**config.mk**
```make
export PLATFORM = sky130hd
export DESIGN_NAME = word_receiver
export DESIGN_NICKNAME = d
export VERILOG_FILES = /design/src/rtl/jtag_shift_pkg.sv /design/src/rtl/word_receiver.sv
export SDC_FILE = /design/constraint.sdc
export NUM_CORES = 1
export LEC_CHECK = 0
export BUFFER_PORTS_ARGS = -buffer_cell sky130_fd_sc_hd__buf_2
export CAP_MARGIN = 20
export CORE_MARGIN = 1
export CORE_UTILIZATION = 55
export DETAILED_ROUTE_END_ITERATION = 8
export GPL_TIMING_DRIVEN = 0
export PLACE_DENSITY = 0.79
export SLEW_MARGIN = 20
export SYNTH_ARGS = -nofsm -noshare
export SYNTH_HDL_FRONTEND = slang
export SYNTH_SLANG_ARGS = --single-unit
```
**constraint.sdc**
```tcl
create_clock -name clk -period 2.9 [get_ports clk]
set_clock_uncertainty 0.2 [all_clocks]
set_input_delay 0.145 -clock clk [delete_from_list [all_inputs] [get_ports clk]]
set_output_delay 0.145 -clock clk [all_outputs]
set_load 0.1 [all_outputs]
```
**src/rtl/jtag_shift_pkg.sv**
```systemverilog
// Shared width helpers for the JTAG word transmitter/receiver pair.
package jtag_shift_pkg;

  localparam int WORD_WIDTH_DEFAULT = 32;

  // Counter must reach WIDTH, hence the +1.
  function automatic int cnt_width(input int width);
    return $clog2(width + 1);
  endfunction

endpackage

```
**src/rtl/word_receiver.sv**
```systemverilog
// MSB-first serial-to-parallel receiver; a word is valid the cycle after its last enabled bit.
// Completed words wait on a valid/ready port; a word finishing while out is unconsumed is dropped and flagged.
module word_receiver
  import jtag_shift_pkg::*;
#(
  parameter int WIDTH = WORD_WIDTH_DEFAULT
) (
  input  logic                           clk,
  input  logic                           reset,
  input  logic                           enable,
  input  logic                           in,
  output logic [WIDTH-1:0]               out,
  output logic                           valid,
  input  logic                           ready,
  output logic [cnt_width(WIDTH)-1:0]    count,
  output logic                           overrun,
  output logic                           aborted
);

  localparam int CW = cnt_width(WIDTH);
  localparam logic [CW-1:0] LAST = CW'(WIDTH - 1);

  logic [WIDTH-2:0] sr;
  logic [WIDTH-1:0] word;
  logic             last_bit;
  logic             take;

  assign word     = {sr, in};
  assign last_bit = enable && (count == LAST);
  assign take     = valid && ready;

  always_ff @(posedge clk) begin
    if (reset) begin
      sr      <= '0;
      count   <= '0;
      out     <= '0;
      valid   <= 1'b0;
      overrun <= 1'b0;
      aborted <= 1'b0;
    end else begin
      aborted <= 1'b0;
      if (enable) begin
        if (last_bit) begin
          sr    <= '0;
          count <= '0;
          // A word completing on the same edge as a handshake replaces the consumed one.
          if (!valid || take) begin
            out   <= word;
            valid <= 1'b1;
          end else begin
            overrun <= 1'b1;
          end
        end else begin
          sr    <= word[WIDTH-2:0];
          count <= count + 1'b1;
        end
      end else begin
        sr      <= '0;
        count   <= '0;
        aborted <= (count != '0);
      end
      if (take && !last_bit) begin
        valid <= 1'b0;
      end
    end
  end

endmodule
```
### After elaboration in Yosys (flattened, before gate mapping)

Index checks and enable logic that the tools add are counted.
W data, S select, Z words.

| word-level totals | value |
|---|---|
| output and inout port bits | 41 |
| input port bits | 5 |
| logic and storage cells | 22 |
| flip-flop bits (word level) | 72 |

| cells by class | value |
|---|---|
| $add $sub $neg | 1 |
| bitwise operators | 2 |
| eq/ne operators | 1 |
| reduce and logical (&&, ||, !) cells | 12 |

Operators by type and width:

| kind | count |
|---|---|
| $add A6 B1 Y6 const B | 1 |
| $eq A6 B5 Y1 const B | 1 |
| $reduce_and A3 Y1 | 2 |
| $reduce_bool A6 Y1 | 1 |
| $reduce_or A2 Y1 | 2 |
| $logic_and A1 B1 Y1 | 3 |
| $reduce_or A3 Y1 | 1 |
| $logic_not A1 Y1 | 2 |
| $not A1 Y1 | 2 |
| $logic_or A1 B1 Y1 | 1 |

### Logic depth before layout (Yosys ltp)

Gate-level depths: netlist (run 1).

| depth | value |
|---|---|
| word-level depth | 5 |
| mapped depth | 5 |

### Worst setup path before layout (run 1)

No wires, ideal clock.

| timing | value |
|---|---|
| path type | register to register |
| start | register count[3] |
| end | register out[0] |
| buffers on the path | 2 |
| setup time | 0.072 ns |
| data required time | 2.628 ns |
| cell stages (with the launch flop) | 6 |
| arrival | 2.034 ns |
| slack | 0.595 ns |
| cells stage by stage | dfxtp_1 and4b_4 and4b_1 buf_6 buf_12 mux2i_1 |

| on the way | value |
|---|---|
| word-level cells in the longest chain between the ends | 3 |

RTL lines:

| element | RTL line | source |
|---|---|---|
| start: declaration | word_receiver.sv:15 | `output logic [cnt_width(WIDTH)-1:0] count,` |
| start signal: assignment | word_receiver.sv:55 | `count <= count + 1'b1;` |
| $eq A6 B5 Y1 | word_receiver.sv:29 | `assign last_bit = enable && (count == LAST);` |
| $logic_and A1 B1 Y1 | word_receiver.sv:29 |  |
| $reduce_and A3 Y1 (no line) | -- |  |
| end signal: assignment | word_receiver.sv:48 | `out <= word;` |
| end: declaration | word_receiver.sv:12 | `output logic [WIDTH-1:0] out,` |

No other way between the ends.
A chain may end at the register's enable or synchronous reset.

### Worst setup path after layout (run 1)

| timing | value |
|---|---|
| start | input enable |
| end | register sr[11] |

| on the way | value |
|---|---|
| word-level cells in the longest chain between the ends | 2 |
| elaborated cells between the ends (all ways) | 3 |

RTL lines:

| element | RTL line | source |
|---|---|---|
| start: declaration | word_receiver.sv:10 | `input logic enable,` |
| $logic_and A1 B1 Y1 or $not A1 Y1 (tied branches) | -- |  |
| $reduce_or A3 Y1 (no line) * | -- |  |
| end signal: assignment | word_receiver.sv:54 | `sr <= word[WIDTH-2:0];` |
| end: declaration | word_receiver.sv:23 | `logic [WIDTH-2:0] sr;` |

Every way passes the cells marked *; elsewhere a longest branch is shown, timed or not.

==> results.cfg, run 1 <==
[worst_setup_path]
path_class = in2reg
cp.arrival_ns = 1.89
path_max_fanout = 10
cp-start-kind = primary input
worstPathRequired_ns = 2.97
end_kind = flip-flop

[min_path]
hold_class = in2reg

[floorplan]
core_sq_um = 4504
die_x_um = 71.71
start_util_pct = 59.33
num_rows = 24
dieArea_sq_um = 5142
die_h_um = 71.71
io_pins = 46

[route]
drc = 0
dr.pass1.iters = 4
drt-wirelength-per-cell_um = 12.38
wl_mm = 4.409
num_vias = 1748
drt_iter0_drc = 74
ant_nets = 0
vias_per_cell = 4.910

[timing]
hold_viol = 0
tightest_slew_ns = 0.4958
rsz0062_at_grt = no
fin_tns_setup_ns = 0
fin_crit_ns = 1.822
fin_crit_sh_pct = 62.84
relSlewSlack_pct = 67.18
fmax_mhz = 548.7
slew_violations = 0
setup_viol = 0
final.setup.worst_slack_ns = 1.078

[power]
vdd_ir_drop_max_mv = 0.3559
p_leak_nw = 1.262
powerDensity_nw_per_um2 = 554.2

[cts]
ctsHoldBuffers = 3
cts_buffers = 9
cts_setup_buffers = 0
postCtsResizedCells = 0
clock_latency_ns = 0.32
clockRootBuffer = clkbuf_8
cts.sinks = 72
clk_pin_slew_ns = 0.07
clockBufferDepth = 2
cts_tree = done
h-tree-depth = 3

[place]
port_buffers = 45
placed_cell_area_sq_um = 2963
gp_congestion = 0.6913
post-place-ws_ns = 1.122
dpl.hpwl_mm = 3.073

[synth]
yosysWarnings = 0
avgSynthCellArea_sq_um = 11.00
synth_seq_cells = 72
yosysUniqueCellTypes = 26
yosysSeqAreaShare_pct = 53.93
synth.cell_area_sq_um = 2673
synth_fp_nets = 250
syn_inst = 243

[layout]
final_common_cell = dfxtp_1
drive_gt1_share_pct = 21.38
fin_area_sq_um = 3172
antenna_cells = 0
syn2layout_area_growth_pct = 18.68
layout_common_cells = 72 x dfxtp_1, 65 x nand2b_1, 46 x buf_2, 34 x and2_1, 32 x mux2i_1
layout.nets = 309

[global_route]
grt_use_total_pct = 19.26
antenna_found_initial = 0
grt_max_degree = 11
grt_pass1_wl_mm = 7.493
overflow = 0
grt_pass1_vias = 1676

[run]
drv_cap = 0

[status]
status = finished clean
==> metal layers <==
metal,part of all wire [%],GRT usage (%)
met5,0,0
met4,2.2,11.11
met3,3.5,4.641
met2,46,31.03
met1,48,23.58
==> where the power goes <==
group          switching (W)  leakage [nW]  internal (W)
clock network       0.000314        0.0935      0.000390
logic              0.0000361         0.588     0.0000243
registers         0.00000203         0.580      0.000991
==> logic make-up (layout without fill, tap and decap cells) <==
group,count (synthesis),in the layout,synth area share [%]
AND/OR/NAND/NOR,111,111,25.84
XOR/XNOR,3,3,0.9833
adder cells (fa/ha/maj),2,2,0.9362
multiplexers,32,32,11.99
AO/OA/AOI/OAI,6,6,1.779
buffers and inverters,17,78,4.541
flip-flops,72,72,53.93
==> flip-flops by register name, summed over array words and instances, names as in the netlist <==
name     flops
count        6
overrun      1
sr          31
aborted      1
valid        1
out         32
==> worst paths after layout <==
check                                          from                   to  slack (ns)  cells after the start
worst max-delay path                         enable    sr[11]$_SDFF_PP0_        1.08                      6
worst min-delay path                          reset  count[2]$_SDFF_PP0_        0.02                      3
worst max register to register  count[0]$_SDFF_PP0_    sr[11]$_SDFF_PP0_        1.11                      4
worst min register to register    sr[25]$_SDFF_PP0_    sr[26]$_SDFF_PP0_        0.26                      1
==> layout make-up <==
type                       instances  area [sq um]
tap                               52         65.06
sequential                        72          1441
timing repair buffer              48         255.2
fill                             360          1333
inverter                           2         7.507
clock buffer                      13         178.9
buffer                            15         113.9
multi-input combinational        154          1110
==> stage by stage <==
step | util, % | total power [W] | instances | hold slack, ns
after floorplan | - | 0.001059 | 243 | 0.02347
after global placement | 65.78 | 0.001073 | 340 | 0.1504
after detailed placement | 65.78 | 0.001074 | 340 | 0.1578
after CTS | 70.42 | 0.001778 | 356 | 0.003838
after global routing | 70.42 | 0.001820 | 356 | 0.04332
final | 70.42 | 0.001758 | 356 | 0.02379
==> Yosys cell counts <==
cell / instances / share of area [%]
nor2b_1: 1 / 0.23
nand2_1: 1 / 0.14
o21ai_0: 1 / 0.19
and4b_4: 1 / 0.51
a211oi_1: 1 / 0.28
inv_1: 2 / 0.28
buf_12: 3 / 2.2
a31oi_2: 1 / 0.47
dfxtp_1: 72 / 54
clkbuf_1: 10 / 1.4
or3_1: 1 / 0.23
a21boi_0: 1 / 0.28
nor2_1: 4 / 0.56
buf_6: 1 / 0.42
a31oi_1: 1 / 0.23
xnor2_1: 2 / 0.66
ha_1: 2 / 0.94
buf_2: 1 / 0.19
nand3_1: 2 / 0.37
and4b_1: 1 / 0.37
and2_1: 34 / 8.0
nor4_1: 1 / 0.23
nand2b_1: 65 / 15
mux2i_1: 32 / 12
a41oi_1: 1 / 0.33
xor2_1: 1 / 0.33
==> worst max-delay path, cell delays in order <==
cell,delay [ns]
dlygate4sd3_1,0.53
buf_2,0.14
and4b_4,0.20
a31oi_2,0.37
clkbuf_1,0.33
and2_1,0.18
No activity file was read; power rests on OpenSTA's default activity.
==> inputs of run 2 (changes only) <==
- CORE_UTILIZATION: 55 -> 49
- PLACE_DENSITY: 0.79 -> 0.75
- clock period: 2.9 -> 1.6 ns (I/O delays scaled with it)
==> run 2 against run 1 <==
Net effect:
- the flow now finishes with violations (setup timing)
- final cell count grew 6.5%
- largest cell class unchanged
- hold slack improved by 0.058 ns
- via count shrank 0.92%
- first-iteration DRC count fell by 34%
- critical endpoint is now out[17]$_SDFFE_PP0P_
- die area increased by 12%
- sequential share of layout area fell by 0.14 points
- count of clock-buffer cells in the layout shrank 2
- critical path depth shrank 1
==> results.cfg, run 2 (same netlist as run 1, synthesis figures left out) <==
[status]
status = finished with violations
violations = setup timing

[route]
drc = 0
drt-wirelength-per-cell_um = 11.39
drt_iter0_drc = 49
dr.pass1.iters = 4
vias_per_cell = 4.570
num_vias = 1732
ant_nets = 0
wl_mm = 4.318

[layout]
fin_area_sq_um = 3239
top_regs = out x32, sr x31, count x6
antenna_cells = 0
syn2layout_area_growth_pct = 21.21
drive_gt1_share_pct = 24.92
regMostFlops = out
layout.nets = 311
largest_register_ffs = 32
final_util_pct = 62.63
layout_common_cells = 65 x nand2b_1, 65 x dfxtp_1, 46 x buf_2, 34 x and2_1, 32 x mux2i_1

[timing]
fin_crit_sh_pct = 104.1
rsz0062_at_grt = yes
final.setup.worst_slack_ns = -0.06639
setup_viol = 44
relSlewSlack_pct = 66.34
fin_hold_ws_ns = 0.08228
fin_tns_setup_ns = -1.168
tightest_slew_ns = 0.5085
hold_viol = 0
slew_violations = 0
fin_crit_ns = 1.666
fmax_mhz = 600.1

[floorplan]
io_pins = 46
die_x_um = 75.85
start_util_pct = 51.67
core_sq_um = 5172
num_rows = 26
die_h_um = 75.85
dieArea_sq_um = 5753

[power]
vdd_ir_drop_max_mv = 0.5529
p_leak_nw = 1.277
powerDensity_nw_per_um2 = 956.7

[worst_setup_path]
cp.arrival_ns = 1.72
end_kind = flip-flop
path_class = reg2reg
cp-start-kind = flip-flop
path_max_fanout = 10
worstPathRequired_ns = 1.65

[run]
drv_cap = 0

[global_route]
grt_pass1_vias = 1544
antenna_found_initial = 0
grt_pass1_wl_mm = 6.858
grt_max_degree = 12
grt_use_total_pct = 16.74
overflow = 0

[cts]
cts_tree = done
clockBufferDepth = 2
clk_pin_slew_ns = 0.07
h-tree-depth = 3
clock_latency_ns = 0.33
cts.sinks = 72
clockRootBuffer = clkbuf_8
cts_buffers = 9

[place]
placed_cell_area_sq_um = 3028
gp_congestion = 0.6654
port_buffers = 45
post-place-ws_ns = -0.07743
dpl.hpwl_mm = 2.897

[min_path]
hold_class = in2reg
==> run 2: changes by cell type in the layout (fill, tap and decap cells not counted), sizes merged <==
cell         delta
clkinv          +5
buf             +1
clkbuf          -2
dlygate4sd3     +1
==> run 2: layer usage <==
layer	up-vias	routed length [um]	track usage [%]	share of wire [%]
met3	8	213	5.423	4.9
li1	905	-	-	-
met2	37	1860	24.19	43
met4	0	85	11.11	2.0
met1	782	2159	21.30	50
met5	-	0	0	0
==> run 2: cell type report <==
type | count | area, sq um
Sequential cell | 72 | 1468
Clock inverter | 5 | 22.52
Timing Repair Buffer | 50 | 272.8
Fill cell | 459 | 1933
Clock buffer | 11 | 141.4
Tap cell | 70 | 87.58
Inverter | 2 | 7.507
Buffer | 15 | 117.6
Multi-Input combinational cell | 154 | 1122
==> run 2: worst max-delay path, stage by stage (launching register included) <==
cell,delay (ns)
dfxtp_4,0.35
and4b_4,0.35
and4b_1,0.20
buf_6,0.14
buf_12,0.15
mux2i_1,0.19
==> run 2: worst paths after layout <==
path | from | endpoint | slack (ns) | cells past startpoint
setup / recovery | count[5]$_SDFF_PP0_ | out[17]$_SDFFE_PP0P_ | -0.07 | 5
setup reg to reg | count[5]$_SDFF_PP0_ | out[17]$_SDFFE_PP0P_ | -0.07 | 5
hold reg to reg | sr[24]$_SDFF_PP0_ | sr[25]$_SDFF_PP0_ | 0.26 | 1
hold / removal | reset | overrun$_SDFFE_PP0P_ | 0.08 | 3
==> run 2: through the flow <==
stage	cells	power [W]
after global placement	358	0.001938
after floorplan	243	0.001911
after detailed placement	358	0.001939
after global routing	379	0.003233
final	379	0.003099
after CTS	379	0.003147
==> run 2: where the power goes <==
group	internal, W	switching (W)	total (W)
Combinational	0.0000470	0.0000661	0.000113
Sequential	0.00179	0.00000443	0.00179
Clock	0.000587	0.000609	0.00120
Total	0.00242	0.000679	0.00310
==> run 2: timing repair <==
item                       4_1_cts  5_1_grt
resized for setup                0        0
gates cloned                     0        0
setup endpoints to repair       60       62
hold buffers                     4        0
buffers inserted                 1        0
hold endpoints to repair         7        0
==> inputs of run 3 (changes only) <==
- CELL_PAD_IN_SITES_DETAIL_PLACEMENT: unset -> 1
- CELL_PAD_IN_SITES_GLOBAL_PLACEMENT: unset -> 2
- CORE_UTILIZATION: 49 -> 32
- CTS_CLUSTER_DIAMETER: unset -> 120
==> run 3 against run 2 <==
Net effect:
- the run still ends with setup timing left
- cell area is 5.0% higher
- routed wire length is 22% higher
- hold slack worse by 0.016 ns
- total power is 8.4% higher
- critical path type unchanged
- critical endpoint is now out[13]$_SDFFE_PP0P_
- largest cell class unchanged
- largest power group unchanged
==> results.cfg, run 3 (same netlist as run 1, synthesis figures left out) <==
[worst_setup_path]
end_kind = flip-flop
worstPathRequired_ns = 1.67
crit_chain = and4b_4 -> and4b_1 -> buf_6 -> buf_12 -> mux2i_1
r2r_start = count[5]$_SDFF_PP0_
critPathTopFamily = simple AND/OR/NAND/NOR gates
worstReg2RegEnd = out[13]$_SDFFE_PP0P_
path_max_fanout = 10
rrSetupSlack_ns = -0.09
max_stage_delay_ns = 0.36
crit_start = count[5]$_SDFF_PP0_
cp.arrival_ns = 1.75
cp_num_cells = 5
crit_buf_inv = 2
cp-start-kind = flip-flop
path_class = reg2reg
ff2ff_path_depth = 5
slowest_stage = dfxtp_4

[cts]
clk_pin_slew_ns = 0.07
clockRootBuffer = clkbuf_8
clockBufferDepth = 2
clock_latency_ns = 0.34
cts_buffers = 9
cts.sinks = 72
cts_tree = done
h-tree-depth = 3

[status]
status = finished with violations
violations = setup timing

[floorplan]
io_pins = 46
dieArea_sq_um = 8721
start_util_pct = 33.88
die_x_um = 93.39
num_rows = 32
core_sq_um = 7888
die_h_um = 93.39

[timing]
fin_crit_sh_pct = 105.4
setup_viol = 37
tightest_slew_ns = 0.5038
rsz0062_at_grt = yes
fmax_mhz = 593.0
relSlewSlack_pct = 66.65
final.setup.worst_slack_ns = -0.08641
fin_hold_ws_ns = 0.06650
slew_violations = 0
hold_viol = 0
fin_crit_ns = 1.686

[power]
powerDensity_nw_per_um2 = 988.3
vdd_ir_drop_max_mv = 0.3855
p_leak_nw = 1.336

[route]
num_vias = 1825
wl_mm = 5.264
drt_iter0_drc = 27
dr.pass1.iters = 3
ant_nets = 0
vias_per_cell = 4.376
drt-wirelength-per-cell_um = 12.62
drc = 0

[layout]
layout.nets = 317
drive_gt1_share_pct = 27.30
syn2layout_area_growth_pct = 27.25
largest_register_ffs = 32
antenna_cells = 0
regMostFlops = out
fin_cells = 417
nFillCells = 884
layout_common_cells = 65 x nand2b_1, 65 x dfxtp_1, 46 x buf_2, 33 x and2_1, 31 x mux2i_1
top_regs = out x32, sr x31, count x6

[global_route]
overflow = 0
grt_max_degree = 12
grt_pass1_vias = 1881
antenna_found_initial = 0
grt_pass1_wl_mm = 8.921
grt_use_total_pct = 13.45

[run]
drv_cap = 0

[place]
dpl.hpwl_mm = 3.577
port_buffers = 45
dp.cells = 390
post-place-ws_ns = -0.1292
gp_congestion = 0.6612

[min_path]
hold_start = reset
hold_path_end = overrun$_SDFFE_PP0P_
worstHoldPathCells = 3
hold_class = in2reg
## run 3: area by class of cell
class | instances | area, sq um | area share (%)
Sequential cell | 72 | 1468 | 43.16
Multi-Input combinational cell | 154 | 1137 | 33.44
Timing Repair Buffer | 56 | 325.3 | 9.566
Clock buffer | 13 | 158.9 | 4.673
Buffer | 15 | 136.4 | 4.010
Tap cell | 102 | 127.6 | 3.753
Clock inverter | 3 | 40.04 | 1.177
Inverter | 2 | 7.507 | 0.2208
## run 3: routing by layer
| layer | track usage, % | vias to the layer above | part of all wire [%] |
|---|---|---|---|
| li1 | - | 907 | - |
| met1 | 16.89 | 870 | 47 |
| met2 | 20.40 | 38 | 46 |
| met3 | 4.309 | 10 | 5.0 |
| met4 | 7.308 | 0 | 2.2 |
| met5 | 0 | - | 0 |
## run 3: metrics by stage
stage	instance area, sq um	util (%)	setup TNS [ns]	total power [W]
2_1_floorplan	2715	-	-5.356	0.001911
3_3_place_gp	3068	38.90	-3.648	0.001942
3_5_place_dp	3068	38.90	-3.882	0.001943
4_1_cts	3314	42.02	-5.207	0.003407
5_1_grt	3401	43.12	-4.778	0.003500
6_report	3401	43.12	-2.139	0.003361
## run 3: power by group
| group | switching (W) | total, W | internal, W | leakage (nW) |
|---|---|---|---|---|
| Sequential | 0.00000429 | 0.00179 | 0.00179 | 0.586 |
| Clock | 0.000638 | 0.00144 | 0.000802 | 0.103 |
| Combinational | 0.0000718 | 0.000131 | 0.0000588 | 0.647 |
| Total | 0.000714 | 0.00336 | 0.00265 | 1.34 |
## run 3: worst min-delay path: cells and delay by family
kind	cells	cell delay (ns)
buf+inv	2	0.35
simple gates	1	0.14
## run 3: worst max-delay path by stage
stage                                end  slack [ns]
floorplan            out[0]$_SDFFE_PP0P_       -0.14
global placement    out[27]$_SDFFE_PP0P_       -0.10
detailed placement  out[13]$_SDFFE_PP0P_       -0.13
CTS                 out[13]$_SDFFE_PP0P_       -0.14
global route        out[31]$_SDFFE_PP0P_       -0.13
finish              out[13]$_SDFFE_PP0P_       -0.09
## run 3: timing repair
action                     in CTS  in global routing
pin swaps                       0                  4
setup endpoints to repair      60                 62
gates cloned                    0                  1
buffers inserted                1                  5
hold buffers                    4                  0
hold endpoints to repair        7                  0
gates resized for setup         0                 19
